File: src/rtl/branch_predictor_bht.sv
// branch_predictor_bht
//   Conditional-branch direction predictor built from a table of 2-bit saturating counters.
//   D stage reads the table and requests a fetch redirect to PC+imm when the entry predicts taken.
//   The prediction is carried to E, where it is compared with the resolved direction. A wrong
//   prediction raises a mispredict flush with the recovery PC. Resolved branches then train the
//   table and update the perf counters.
//
// Ports
//   i_clk, i_rst         clock, synchronous active-high reset
//   i_pc_d, i_imm_d      D-stage PC and sign-extended B-type immediate
//   i_branch_d           D instruction is a conditional branch
//   i_stall_e, i_flush_e hold / bubble the D/E prediction register
//   i_branch_e           E instruction is a conditional branch
//   i_branch_taken_e     resolved direction in E
//   i_pc_e               PC of the E instruction
//   i_pc_target_e        resolved branch target in E
//   o_pred_redirect_d    fetch must redirect to o_pred_target_d
//   o_pred_target_d      i_pc_d + i_imm_d
//   o_pred_taken_e       prediction carried for the E instruction
//   o_mispredict_e       flush F/D and redirect fetch to o_recover_pc_e
//   o_recover_pc_e       correct next PC for the E instruction
//   o_branch_cnt         branches retired through E
//   o_mispredict_cnt     mispredicted branches
module branch_predictor_bht #(
    parameter int unsigned INDEX_BITS   = 6,
    parameter logic [1:0]  COUNTER_INIT = 2'b01,
    parameter int unsigned CNT_W        = 16
) (
    input  logic             i_clk,
    input  logic             i_rst,
    input  logic [31:0]      i_pc_d,
    input  logic [31:0]      i_imm_d,
    input  logic             i_branch_d,
    input  logic             i_stall_e,
    input  logic             i_flush_e,
    input  logic             i_branch_e,
    input  logic             i_branch_taken_e,
    input  logic [31:0]      i_pc_e,
    input  logic [31:0]      i_pc_target_e,
    output logic             o_pred_redirect_d,
    output logic [31:0]      o_pred_target_d,
    output logic             o_pred_taken_e,
    output logic             o_mispredict_e,
    output logic [31:0]      o_recover_pc_e,
    output logic [CNT_W-1:0] o_branch_cnt,
    output logic [CNT_W-1:0] o_mispredict_cnt
);

    localparam int unsigned Entries = 1 << INDEX_BITS;

    logic [1:0]            bht_q [Entries];
    logic [INDEX_BITS-1:0] rd_idx;
    logic [INDEX_BITS-1:0] idx_e_q;
    logic                  pred_taken_e_q;
    logic [CNT_W-1:0]      branch_cnt_q;
    logic [CNT_W-1:0]      mispredict_cnt_q;
    logic [1:0]            ctr_cur;
    logic [1:0]            ctr_nxt;
    logic                  train;

    // D stage
    always_comb begin
        rd_idx            = i_pc_d[INDEX_BITS+1:2];
        o_pred_redirect_d = i_branch_d & bht_q[rd_idx][1];
        o_pred_target_d   = i_pc_d + i_imm_d;
    end

    // E stage
    always_comb begin
        o_pred_taken_e = pred_taken_e_q;
        o_mispredict_e = i_branch_e & (i_branch_taken_e ^ pred_taken_e_q) & ~i_rst;
        o_recover_pc_e = (i_branch_e & i_branch_taken_e) ? i_pc_target_e : i_pc_e + 32'd4;
        // A stalled branch is counted/trained only on the cycle it leaves E.
        train          = i_branch_e & ~i_stall_e & ~i_rst;
    end

    // Saturating counter update for the entry captured with the E instruction
    always_comb begin
        ctr_cur = bht_q[idx_e_q];
        ctr_nxt = ctr_cur;
        if (i_branch_taken_e) begin
            if (ctr_cur != 2'b11) ctr_nxt = ctr_cur + 2'd1;
        end else begin
            if (ctr_cur != 2'b00) ctr_nxt = ctr_cur - 2'd1;
        end
    end

    always_ff @(posedge i_clk) begin
        if (i_rst) begin
            for (int i = 0; i < Entries; i++) bht_q[i] <= COUNTER_INIT;
            pred_taken_e_q   <= 1'b0;
            idx_e_q          <= '0;
            branch_cnt_q     <= '0;
            mispredict_cnt_q <= '0;
        end else begin
            if (i_flush_e) begin
                pred_taken_e_q <= 1'b0;
                idx_e_q        <= '0;
            end else if (!i_stall_e) begin
                pred_taken_e_q <= o_pred_redirect_d;
                idx_e_q        <= rd_idx;
            end
            // D reads in this cycle still see the old entry; no bypass.
            if (train) begin
                bht_q[idx_e_q] <= ctr_nxt;
                branch_cnt_q   <= branch_cnt_q + CNT_W'(1);
                if (o_mispredict_e) mispredict_cnt_q <= mispredict_cnt_q + CNT_W'(1);
            end
        end
    end

    assign o_branch_cnt     = branch_cnt_q;
    assign o_mispredict_cnt = mispredict_cnt_q;

endmodule

File: config.mk
export PLATFORM = sky130hd
export DESIGN_NAME = branch_predictor_bht
export DESIGN_NICKNAME = d
export VERILOG_FILES = /design/src/rtl/branch_predictor_bht.sv
export SDC_FILE = /design/constraint.sdc
export NUM_CORES = 1
export LEC_CHECK = 0
export CAP_MARGIN = 30
export CORE_ASPECT_RATIO = 1.75
export CORE_UTILIZATION = 65
export CTS_BUF_LIST = sky130_fd_sc_hd__clkbuf_16
export DETAILED_ROUTE_END_ITERATION = 16
export DONT_BUFFER_PORTS = 1
export PLACE_DENSITY = 0.81
export SYNTH_ARGS = -nofsm -noshare
export SYNTH_HDL_FRONTEND = slang
export SYNTH_SLANG_ARGS = --single-unit
File: constraint.sdc
create_clock -name i_clk -period 4.2 [get_ports i_clk]
set_input_delay 0.42 -clock i_clk [delete_from_list [all_inputs] [get_ports i_clk]]
set_output_delay 0.42 -clock i_clk [all_outputs]
set_load 0.02 [all_outputs]
# ---- Yosys cells after proc, flatten, opt, wreduce, memory -nomap -nowiden
# Memory sizes are Yosys's and may differ from the RTL's. A register that Yosys moved wholly into a read port is not among the register bits.
# Index checks and enable logic that the tools add are counted.
dict set report op_classes {
  add_sub_neg 6
  n_eq_ne 1
  muxes 14
  bitwise_logic 9
  n_reduce_logical 4
}
# cell count
set ops {}
lappend ops {{adder 16 x 1 -> 16 bit (second input constant)} 2}
lappend ops {{adder 32 x 3 -> 32 bit (second input constant)} 1}
lappend ops {{adder 32 bit} 1}
lappend ops {{2-to-1 mux 32 bit} 1}
lappend ops {{2-to-1 mux 6 bit} 3}
lappend ops {{2-to-1 mux 2 bit} 4}
lappend ops {{bitwise AND 1 bit} 6}
lappend ops {{2-to-1 mux 1 bit} 6}
lappend ops {{OR reduction 2 bit} 2}
lappend ops {{adder 2 x 1 -> 2 bit (second input constant)} 1}
lappend ops {{inequality test 2 bit (second input constant)} 1}
lappend ops {{NOT 1 bit} 2}
lappend ops {{AND reduction 2 bit} 1}
lappend ops {{nonzero test 2 bit} 1}
lappend ops {{subtractor 2 x 1 -> 2 bit (second input constant)} 1}
lappend ops {{bitwise XOR 1 bit} 1}
dict set report word_totals {
  ff_bits 39
  ramBits 128
  out_inout_bits 99
  wordCells 39
  mem_count 1
}
# name words word_bits read_ports rd_clocked_by_memory_dff wr line_no
set memory_table {}
lappend memory_table {bht_q 64 2 2 1 64 51} ;# logic [1:0] bht_q [Entries];

# ---- Depth between registers and ports, before layout
# Gate-level depths: netlist of the first run.
dict set report depth {
  word_depth 8
  ltp_mapped 11
  mapped_depth_nobuf 9
}

# ---- Worst setup path before layout of the first run
# OpenSTA, ideal clock, no wires.
dict set report synth_timing {
  path_kind {input -> output}
  from {in i_pc_d[0]}
  to {out o_pred_target_d[30]}
  t_arrival_ps 2951
  required_time_ps 3780
  setup_slack_ps 829
  stages 9
  path_cell_list {ha_1 > fa_1 > a21o_1 > a221oi_1 > or3_1 > a311oi_1 > o2111ai_1 > o21ai_0 > a211oi_1}
}
dict set report synth_via {
  elab_chain_len 1
}
# element line_no
set synth_rtl {}
lappend synth_rtl {{start, declared} 31} ;# input logic [31:0] i_pc_d,
lappend synth_rtl {{adder 32 bit} 65} ;# o_pred_target_d = i_pc_d + i_imm_d;
lappend synth_rtl {{end, declared} 41} ;# output logic [31:0] o_pred_target_d,
# Every way passes these cells.

# ---- Worst setup path after layout of the first run
dict set report layout_timing {
  from {in i_pc_d[0]}
  to {out o_pred_target_d[28]}
}
# The elaborated chain is that of the path after synthesis.

==> run metrics, run 1 <==
Post-Syn Area per Cell=approximately 9.9 sq um; met2 usage=60.15%; Post-CTS Hold Buffers=0; layout cell share with drive strength beyond 1=12.76%; worst setup path class=input port to primary output; first-pass GRT wire length=46560 microns; Total GRT Usage=between 30 and 40%; ys async rst share=0%; Die Span Y=roughly 180 microns; WHS Endpoint=o_mispredict_cnt[13]; FF-to-FF path depth=8; area grow syn2layout=7.024%; area of the multi-input gates=~6100 sq um; worst slew pin tran=roughly 0.94 ns; CP Cell Sequence=ha_1 > fa_1 > a21o_1 > a221oi_1 > or3_1 > a311oi_1 > buf_4 > o2111ai_1 > o211ai_1 > xnor2_1; # IOs=between 200 and 250; CP max FO=5; min Tclk post-route=~3.7 ns; CP Launch Type=input port; worst vdd ir=329.7 uV; max-cap check violation count=0; CTS resizes=0; Post-Place Cells=~1300; largest net degree at the start of global routing=100; die area=roughly 18000 sq um; pwr dens=360.7 nW/um^2; Clk Latency, worst-skew pair=approximately 0.45 ns; Clk pin slew, worst setup/hold paths=roughly 0.070 ns; CTS Buf Count=17; fillers=about 1300; worst hold slack=roughly 0.044 ns; IO Port Bufs=0; Final Hold Fails=0; 1st-pass router iterations=7; CTS tree=built; non-filler cells, final=between 1000 and 1500; syn_nets=1299; Buf+Inv Stages, Crit Path=1; fin nets=1262; # Post-CTS Setup Buffers=0; vias in the first global route=approximately 9000; Ys Warns=0; total negative slack=0 ns; Rel. slew slack=between 30% and 40%; total power=around 4.3 mW; met3 Use GR=13.17%; top cell type's share of synthesized area=approximately 34%; placer's final routability congestion estimate=roughly 0.97; Die X=around 100 microns; library cells used by synthesis=63; sequential fraction of the synthesis area=a little over two fifths; CP peak stage delay=~0.53 ns; gr busiest metal=met2; Hold Path Class=input port to register; # rows=between 60 and 70; crit path DAT=about 3.3 ns; cell depth of the worst setup path=10; Overflow after GRT=0; unrepaired setup endpoints after global routing=no; CP endpoint kind=primary output; Vias/cell=just under 7; Crit path max-delay family=compound AO/OA/AOI/OAI gates; clk root buf=clkbuf_16; FF-to-FF setup slack=around 0.84 ns; Slew Limit Fails=0; Worst Skew=~0.015 ns; number of remaining DRC errors=0; largest area contributor in the netlist=edfxtp_1; Final ANT Viol Nets=0; final setup fails=0; initial antenna violation count=3; hold depth=1; Yosys reg bits=~170; slowest cell on the critical path=a221oi_1; synth top area cells=edfxtp_1 (34%), mux4_2 (11%), dfxtp_1 (8.0%); Starting Density=approximately two thirds; most frequent cells in the layout=nand2_1 (135), edfxtp_1 (128), nor2_1 (121); Core Box Area=16870 sq um; status=completed; WP data required=about 3.8 ns; GRT met1 Usage=around a third; Main synth FF type=edfxtp_1; DR iter-0 viols=roughly 800; clock sink total=173; Post-Route WL=between 30000 and 40000 microns; Syn Inst Count=1129; Tcrit/Tclk final=a little under 90%; CTS H-Tree Depth=4; commonest non-fill, non-tap cell in the layout=nand2_1; Wirelength per Cell=~24 microns; HPWL Detailed=around 23000 microns; worst r2r dst=bht_q[20][0]; register area=roughly 4700 sq um; vias=between 9000 and 10000; Post-synth EDFFs=roughly 130; Longest Clk Path Bufs=2; leak pwr=approximately 4 nW; max frequency=roughly 0.27 GHz; mapped cell area=11210 sq um; Hold Crit Start=i_rst
==> how the worst max path moves through the flow <==
stage | startpoint | slack [ns] | to
2_1_floorplan | i_pc_d[0] | 0.83 | o_pred_target_d[30]
3_3_place_gp | i_pc_d[0] | 0.52 | o_pred_target_d[28]
3_5_place_dp | i_pc_d[0] | 0.49 | o_pred_target_d[28]
4_1_cts | i_pc_d[0] | 0.47 | o_pred_target_d[28]
5_1_grt | i_pc_d[0] | 0.22 | o_pred_target_d[28]
6_report | i_pc_d[0] | 0.46 | o_pred_target_d[28]
==> power breakdown <==
part / switching [mW] / total [mW] / internal (mW) / leakage [nW]
sequential: 0.0306 / 1.89 / 1.86 / 1.47
combinational: 0.485 / 0.741 / 0.256 / 2.17
clock: 0.689 / 1.70 / 1.01 / 0.308
==> metrics by stage <==
step | instance area, sq um | utilization, % | setup WS (ns)
global route | 11990 | 71.09 | 0.2210
finish | 11990 | 71.09 | 0.4572
CTS | 11970 | 70.98 | 0.4680
global placement | 11300 | 67.02 | 0.5168
detailed placement | 11340 | 67.20 | 0.4870
floorplan | 11210 | - | 0.8291
==> registers in the layout, indices dropped and copies added (netlist names), named ones only <==
| signal | cells |
|---|---|
| o_mispredict_cnt | 16 |
| o_branch_cnt | 16 |
| o_pred_taken_e | 1 |
| idx_e_q | 6 |
| bht_q | 128 |
==> cell usage after synthesis (all sizes together) (26+ instances only) <==
master,n
nand2,135
edfxtp,128
nor2,121
nand3,77
mux4,53
clkbuf,52
o21ai,50
dfxtp,45
nand2b,42
a21oi,40
xnor2,40
xor2,40
ha,34
nor3,34
buf,26
==> cells by family after synthesis <==
| group | count (synthesis) | synth area share [%] |
|---|---|---|
| xor gates and xnor gates | 80 | 6.253 |
| muxes | 64 | 11.67 |
| adders and majority gates | 37 | 4.165 |
| AOI/OAI and AO/OA | 164 | 9.189 |
| and+or+nand+nor | 523 | 22.70 |
| DFF | 173 | 42.34 |
| buffers and inverters | 88 | 3.685 |
==> cell type report <==
cell class,count,share of cell area (%)
Inverter,10,0.3130
Clock buffer,19,3.965
Antenna cell,3,0.06260
Timing Repair Buffer,22,1.784
Sequential cell,173,39.57
Tap cell,227,2.368
Clock inverter,13,1.346
Multi-Input combinational cell,868,50.59
==> layer usage <==
metal / share of wire (%) / wire, microns / up-vias
met5: 0 / 0 / -
met4: 8.2 / 2559 / 0
met3: 11 / 3408 / 147
met2: 50 / 15770 / 571
met1: 31 / 9660 / 4246
li1: - / - / 4050
==> worst register-to-register path, cell delays in order, from the launching register on <==
cell	delay [ns]
dfxtp_2	0.59
buf_12	0.27
mux4_2	0.62
a22oi_1	0.20
a21oi_1	0.11
nor4_2	0.36
maj3_2	0.59
buf_12	0.24
nand3_1	0.10
No activity file was read; power rests on OpenSTA's default activity.
==> inputs of run 2 (changes only) <==
Settings changed: PLACE_DENSITY 0.81 to 0.8.
==> run metrics, run 2 (same netlist as run 1, synthesis figures left out) <==
# rows=63 (unchanged); min Tclk post-route=3.680 ns (-0.06320 ns); commonest non-fill, non-tap cell in the layout=nand2_1; Rel. slew slack=28.98% (-7.5 points); vias=9039 (+0.28%); clock sink total=173 (unchanged); Final ANT Viol Nets=0 (unchanged); total negative slack=0 ns (unchanged); max frequency=0.2718 GHz (+1.7%); Starting Density=66.43% (unchanged); FF-to-FF path depth=8 (unchanged); worst r2r dst=bht_q[36][0]; Overflow after GRT=0 (unchanged); Worst Skew=0.008426 ns (-0.006759 ns); die area=17790 sq um (unchanged); unrepaired setup endpoints after global routing=no; worst setup path class=input port to primary output; Slew Limit Fails=0 (unchanged); status=completed; DR iter-0 viols=838 (+5.0%); crit path DAT=3.26 ns (-0.06 ns); max FFs per register=128 (unchanged); CP endpoint kind=primary output; CP max FO=5 (unchanged); area grow syn2layout=6.554%; 1st-pass router iterations=7 (unchanged); Total GRT Usage=35.78% (-0.20 points); fin nets=1260 (-0.16%); CTS H-Tree Depth=4 (unchanged); vias in the first global route=8852 (-1.4%); layout cell share with drive strength beyond 1=12.79% (+0.035 points); placer's final routability congestion estimate=0.9415 (-2.5%); Post-Route WL=30980 microns (-1.3%); Biggest register=bht_q; worst setup path endpoint=o_pred_target_d[28]; # Post-CTS Setup Buffers=0 (unchanged); Vias/cell=6.786 (+0.50%); max-cap check violation count=0 (unchanged); HPWL Detailed=22550 microns (+0.17%); Tcrit/Tclk final=87.61% (-1.5 points); Core Box Area=16870 sq um (unchanged); worst vdd ir=336.6 uV (+2.1%); CTS resizes=0 (unchanged); Wirelength per Cell=23.26 microns (-1.1%); Die Span Y=175.7 microns (unchanged); most frequent cells in the layout=nand2_1 (135), edfxtp_1 (128), nor2_1 (121); FF-to-FF setup slack=0.90 ns (+0.06 ns); worst slew pin tran=1.060 ns (+0.1169 ns); initial antenna violation count=3 (unchanged); # IOs=234 (unchanged); CP Launch Type=input port; CTS tree=built; Clk Latency, worst-skew pair=0.44 ns (about the same); final setup fails=0 (unchanged); largest net degree at the start of global routing=100 (unchanged); leak pwr=3.930 nW (-0.52%); CTS Buf Count=17 (unchanged); Clk pin slew, worst setup/hold paths=0.07 ns (about the same); crit path launch=i_pc_d[0]; Final Hold Fails=0 (unchanged); number of remaining DRC errors=0 (unchanged); Post-CTS Hold Buffers=0 (unchanged); pwr dens=349.4 nW/um^2 (-3.1%); Hold Path Class=input port to register; Util after Layout=70.78% (-0.31 points); WP data required=3.78 ns (about the same); IO Port Bufs=0 (unchanged); Longest Clk Path Bufs=2 (unchanged); clk root buf=clkbuf_16; Die X=101.3 microns (unchanged); first-pass GRT wire length=46620 microns (+0.13%)
[run 2: cell types whose count changed in the layout (fill, tap and decap cells not counted), moves of 2 or more]
cell / delta
bufinv_16: -3
inv_4: +3
clkinv_4: +3
clkinvlp_4: -2
[run 2: report_power, final]
group          switching [mW]  total [mW]  internal, mW
registers              0.0338        1.89          1.86
clock network           0.670        1.53         0.861
logic                   0.489       0.750         0.262
[run 2: worst max-delay path: stages]
cell,delay (ns)
ha_1,0.20
fa_1,0.40
a21o_1,0.21
a221oi_1,0.51
or3_1,0.21
a311oi_1,0.20
o2111ai_1,0.45
o211ai_1,0.21
xnor2_1,0.45
[run 2: final cells by class]
cell class	instances	area, sq um
fillers	1266	4928
well taps	227	284.0
flip-flops and latches	173	4746
repair buffers	20	214.0
diodes	3	7.507
clock inverters	11	78.83
inverters	10	37.54
clock buffers	20	500.5
multi-input cells	868	6072
[run 2: stage by stage]
step	setup slack [ns]	std cells	hold slack (ns)	area, sq um	total power [mW]
6_report	0.5204	1332	0.03907	11940	4.172
5_1_grt	0.3544	1332	0.03148	11940	4.284
4_1_cts	0.5373	1329	0.04053	11930	4.158
3_5_place_dp	0.5669	1298	0.4995	11350	2.657
3_3_place_gp	0.5753	1294	0.4973	11320	2.641
2_1_floorplan	0.8291	1129	0.5658	11210	2.522
[run 2: worst min-delay path by stage]
stage                              startpoint  slack (ns)  cells after the start              endpoint
after floorplan           o_mispredict_cnt[7]        0.57                      2   o_mispredict_cnt[7]
after global placement                  i_rst        0.50                      1   o_mispredict_cnt[9]
after detailed placement                i_rst        0.50                      1  o_mispredict_cnt[13]
after CTS                               i_rst        0.04                      1      o_branch_cnt[14]
after global routing                    i_rst        0.03                      1  o_mispredict_cnt[10]
final                                   i_rst        0.04                      1  o_mispredict_cnt[13]
[run 2: per-layer routing]
| layer | global-route usage [%] | part of all wire (%) | vias to the layer above |
|---|---|---|---|
| li1 | - | - | 4060 |
| met1 | 36.08 | 32 | 4253 |
| met2 | 61.76 | 51 | 580 |
| met3 | 10.23 | 10 | 146 |
| met4 | 25.85 | 7.2 | 0 |
| met5 | 0 | 0 | - |
==> inputs of run 3 (changes only) <==
Settings changed: SLEW_MARGIN set to 10.
==> run metrics, run 3 (same netlist as run 1, synthesis figures left out) <==
clock sink total=173 (unchanged); Worst Skew=0.01082 ns (+0.002393 ns); final setup fails=0 (unchanged); WP data required=3.78 ns (about the same); Wirelength per Cell=23.16 microns (-0.42%); Final ANT Viol Nets=0 (unchanged); IO Port Bufs=0 (unchanged); Longest Clk Path Bufs=2 (unchanged); die area=17790 sq um (unchanged); Core Box Area=16870 sq um (unchanged); Die X=101.3 microns (unchanged); WHS Endpoint=o_mispredict_cnt[13]; Total GRT Usage=35.74% (-0.047 points); FF-to-FF setup slack=0.88 ns (-0.02 ns); most frequent cells in the layout=nand2_1 (135), edfxtp_1 (128), nor2_1 (121); min Tclk post-route=3.761 ns (+0.08104 ns); max-cap check violation count=0 (unchanged); Rel. slew slack=32.45% (+3.5 points); vias in the first global route=8822 (-0.34%); Hold Crit Start=i_rst; Clk Latency, worst-skew pair=0.44 ns (about the same); Final Hold Fails=0 (unchanged); worst hold slack=0.04924 ns (+0.01017 ns); # IOs=234 (unchanged); 1st-pass router iterations=5 (-2); fillers=1272 (+0.47%); HPWL Detailed=22500 microns (-0.22%); vias=8943 (-1.1%); Vias/cell=6.709 (-1.1%); worst setup path class=input port to primary output; Clk pin slew, worst setup/hold paths=0.07 ns (about the same); worst r2r dst=bht_q[0][0]; worst slew pin tran=1.008 ns (-0.05183 ns); max FFs per register=128 (unchanged); Biggest register=bht_q; Post-CTS Hold Buffers=0 (unchanged); layout cell share with drive strength beyond 1=13.04% (+0.25 points); CTS tree=built; Util after Layout=70.61% (-0.18 points); CP endpoint kind=primary output; Tcrit/Tclk final=89.54% (+1.9 points); Die Span Y=175.7 microns (unchanged); status=completed; Overflow after GRT=0 (unchanged); total power=4.124 mW (-1.2%); CTS Buf Count=17 (unchanged); area grow syn2layout=6.287%; placer's final routability congestion estimate=0.9415 (unchanged); CTS resizes=0 (unchanged); DR iter-0 viols=805 (-3.9%); FF-to-FF path depth=8 (unchanged); CTS H-Tree Depth=4 (unchanged); hold depth=1 (unchanged); initial antenna violation count=3 (unchanged); first-pass GRT wire length=46400 microns (-0.47%); fin nets=1261 (+0.079%); worst vdd ir=327.6 uV (-2.7%); number of remaining DRC errors=0 (unchanged); Post-Route WL=30870 microns (-0.34%); crit path DAT=3.34 ns (+0.08 ns); Starting Density=66.43% (unchanged); max frequency=0.2659 GHz (-2.2%); # Post-CTS Setup Buffers=0 (unchanged); clk root buf=clkbuf_16; Slew Limit Fails=0 (unchanged); # rows=63 (unchanged); commonest non-fill, non-tap cell in the layout=nand2_1; total negative slack=0 ns (unchanged); unrepaired setup endpoints after global routing=no; leak pwr=3.923 nW (-0.19%); CP max FO=5 (unchanged); Hold Path Class=input port to register; pwr dens=346.3 nW/um^2 (-0.91%); largest net degree at the start of global routing=100 (unchanged); CP Launch Type=input port
==> run 3: cell types whose count changed in the layout (fill, tap and decap cells not counted), sizes merged <==
| cell | delta |
|---|---|
| clkbuf | -3 |
| buf | +1 |
| clkinv | -2 |
| inv | +7 |
| clkinvlp | -1 |
| diode | -1 |
==> run 3: where the power goes <==
part / switching [mW] / leakage [nW] / internal, mW / total [mW]
sequential: 0.0331 / 1.47 / 1.86 / 1.89
clock: 0.712 / 0.277 / 0.776 / 1.49
combinational: 0.485 / 2.17 / 0.262 / 0.747
total: 1.23 / 3.92 / 2.89 / 4.12
==> run 3: worst max-delay path, stage by stage <==
cell       delay (ns)
ha_1             0.20
fa_1             0.40
a21o_1           0.21
a221oi_1         0.54
or3_1            0.22
a311oi_1         0.11
buf_2            0.18
o2111ai_1        0.39
o211ai_1         0.21
xnor2_1          0.46
==> run 3: worst max path at each step <==
stage                    from                  end  slack [ns]
CTS                 i_pc_d[0]  o_pred_target_d[28]        0.51
global route        i_pc_d[0]  o_pred_target_d[28]        0.24
detailed placement  i_pc_d[0]  o_pred_target_d[28]        0.53
global placement    i_pc_d[0]  o_pred_target_d[28]        0.58
floorplan           i_pc_d[0]  o_pred_target_d[30]        0.83
finish              i_pc_d[0]  o_pred_target_d[28]        0.44
==> run 3: metal layers <==
metal | up-vias | wire, microns | global-route usage [%]
met4 | 2 | 2448 | 27.05
li1 | 4054 | - | -
met3 | 146 | 3050 | 10.98
met1 | 4193 | 10000 | 36.64
met2 | 548 | 15360 | 59.92
met5 | - | 10 | 0
==> run 3: metrics by stage <==
step | cells | worst slack (ns) | cell area, sq um
after floorplan | 1129 | 0.8291 | 11210
after global placement | 1294 | 0.5753 | 11320
after detailed placement | 1298 | 0.5346 | 11350
after CTS | 1330 | 0.5132 | 11900
after global routing | 1333 | 0.2372 | 11910
final | 1333 | 0.4394 | 11910
==> run 3: final cells by class <==
class / count / area, sq um / share of cell area, %
clock inverters: 15 / 121.4 / 1.019
multi-input cells: 868 / 6072 / 50.98
flip-flops and latches: 173 / 4746 / 39.85
diodes: 2 / 5.005 / 0.04202
inverters: 10 / 37.54 / 0.3152
clock buffers: 17 / 425.4 / 3.572
well taps: 227 / 284.0 / 2.385
repair buffers: 21 / 219.0 / 1.838
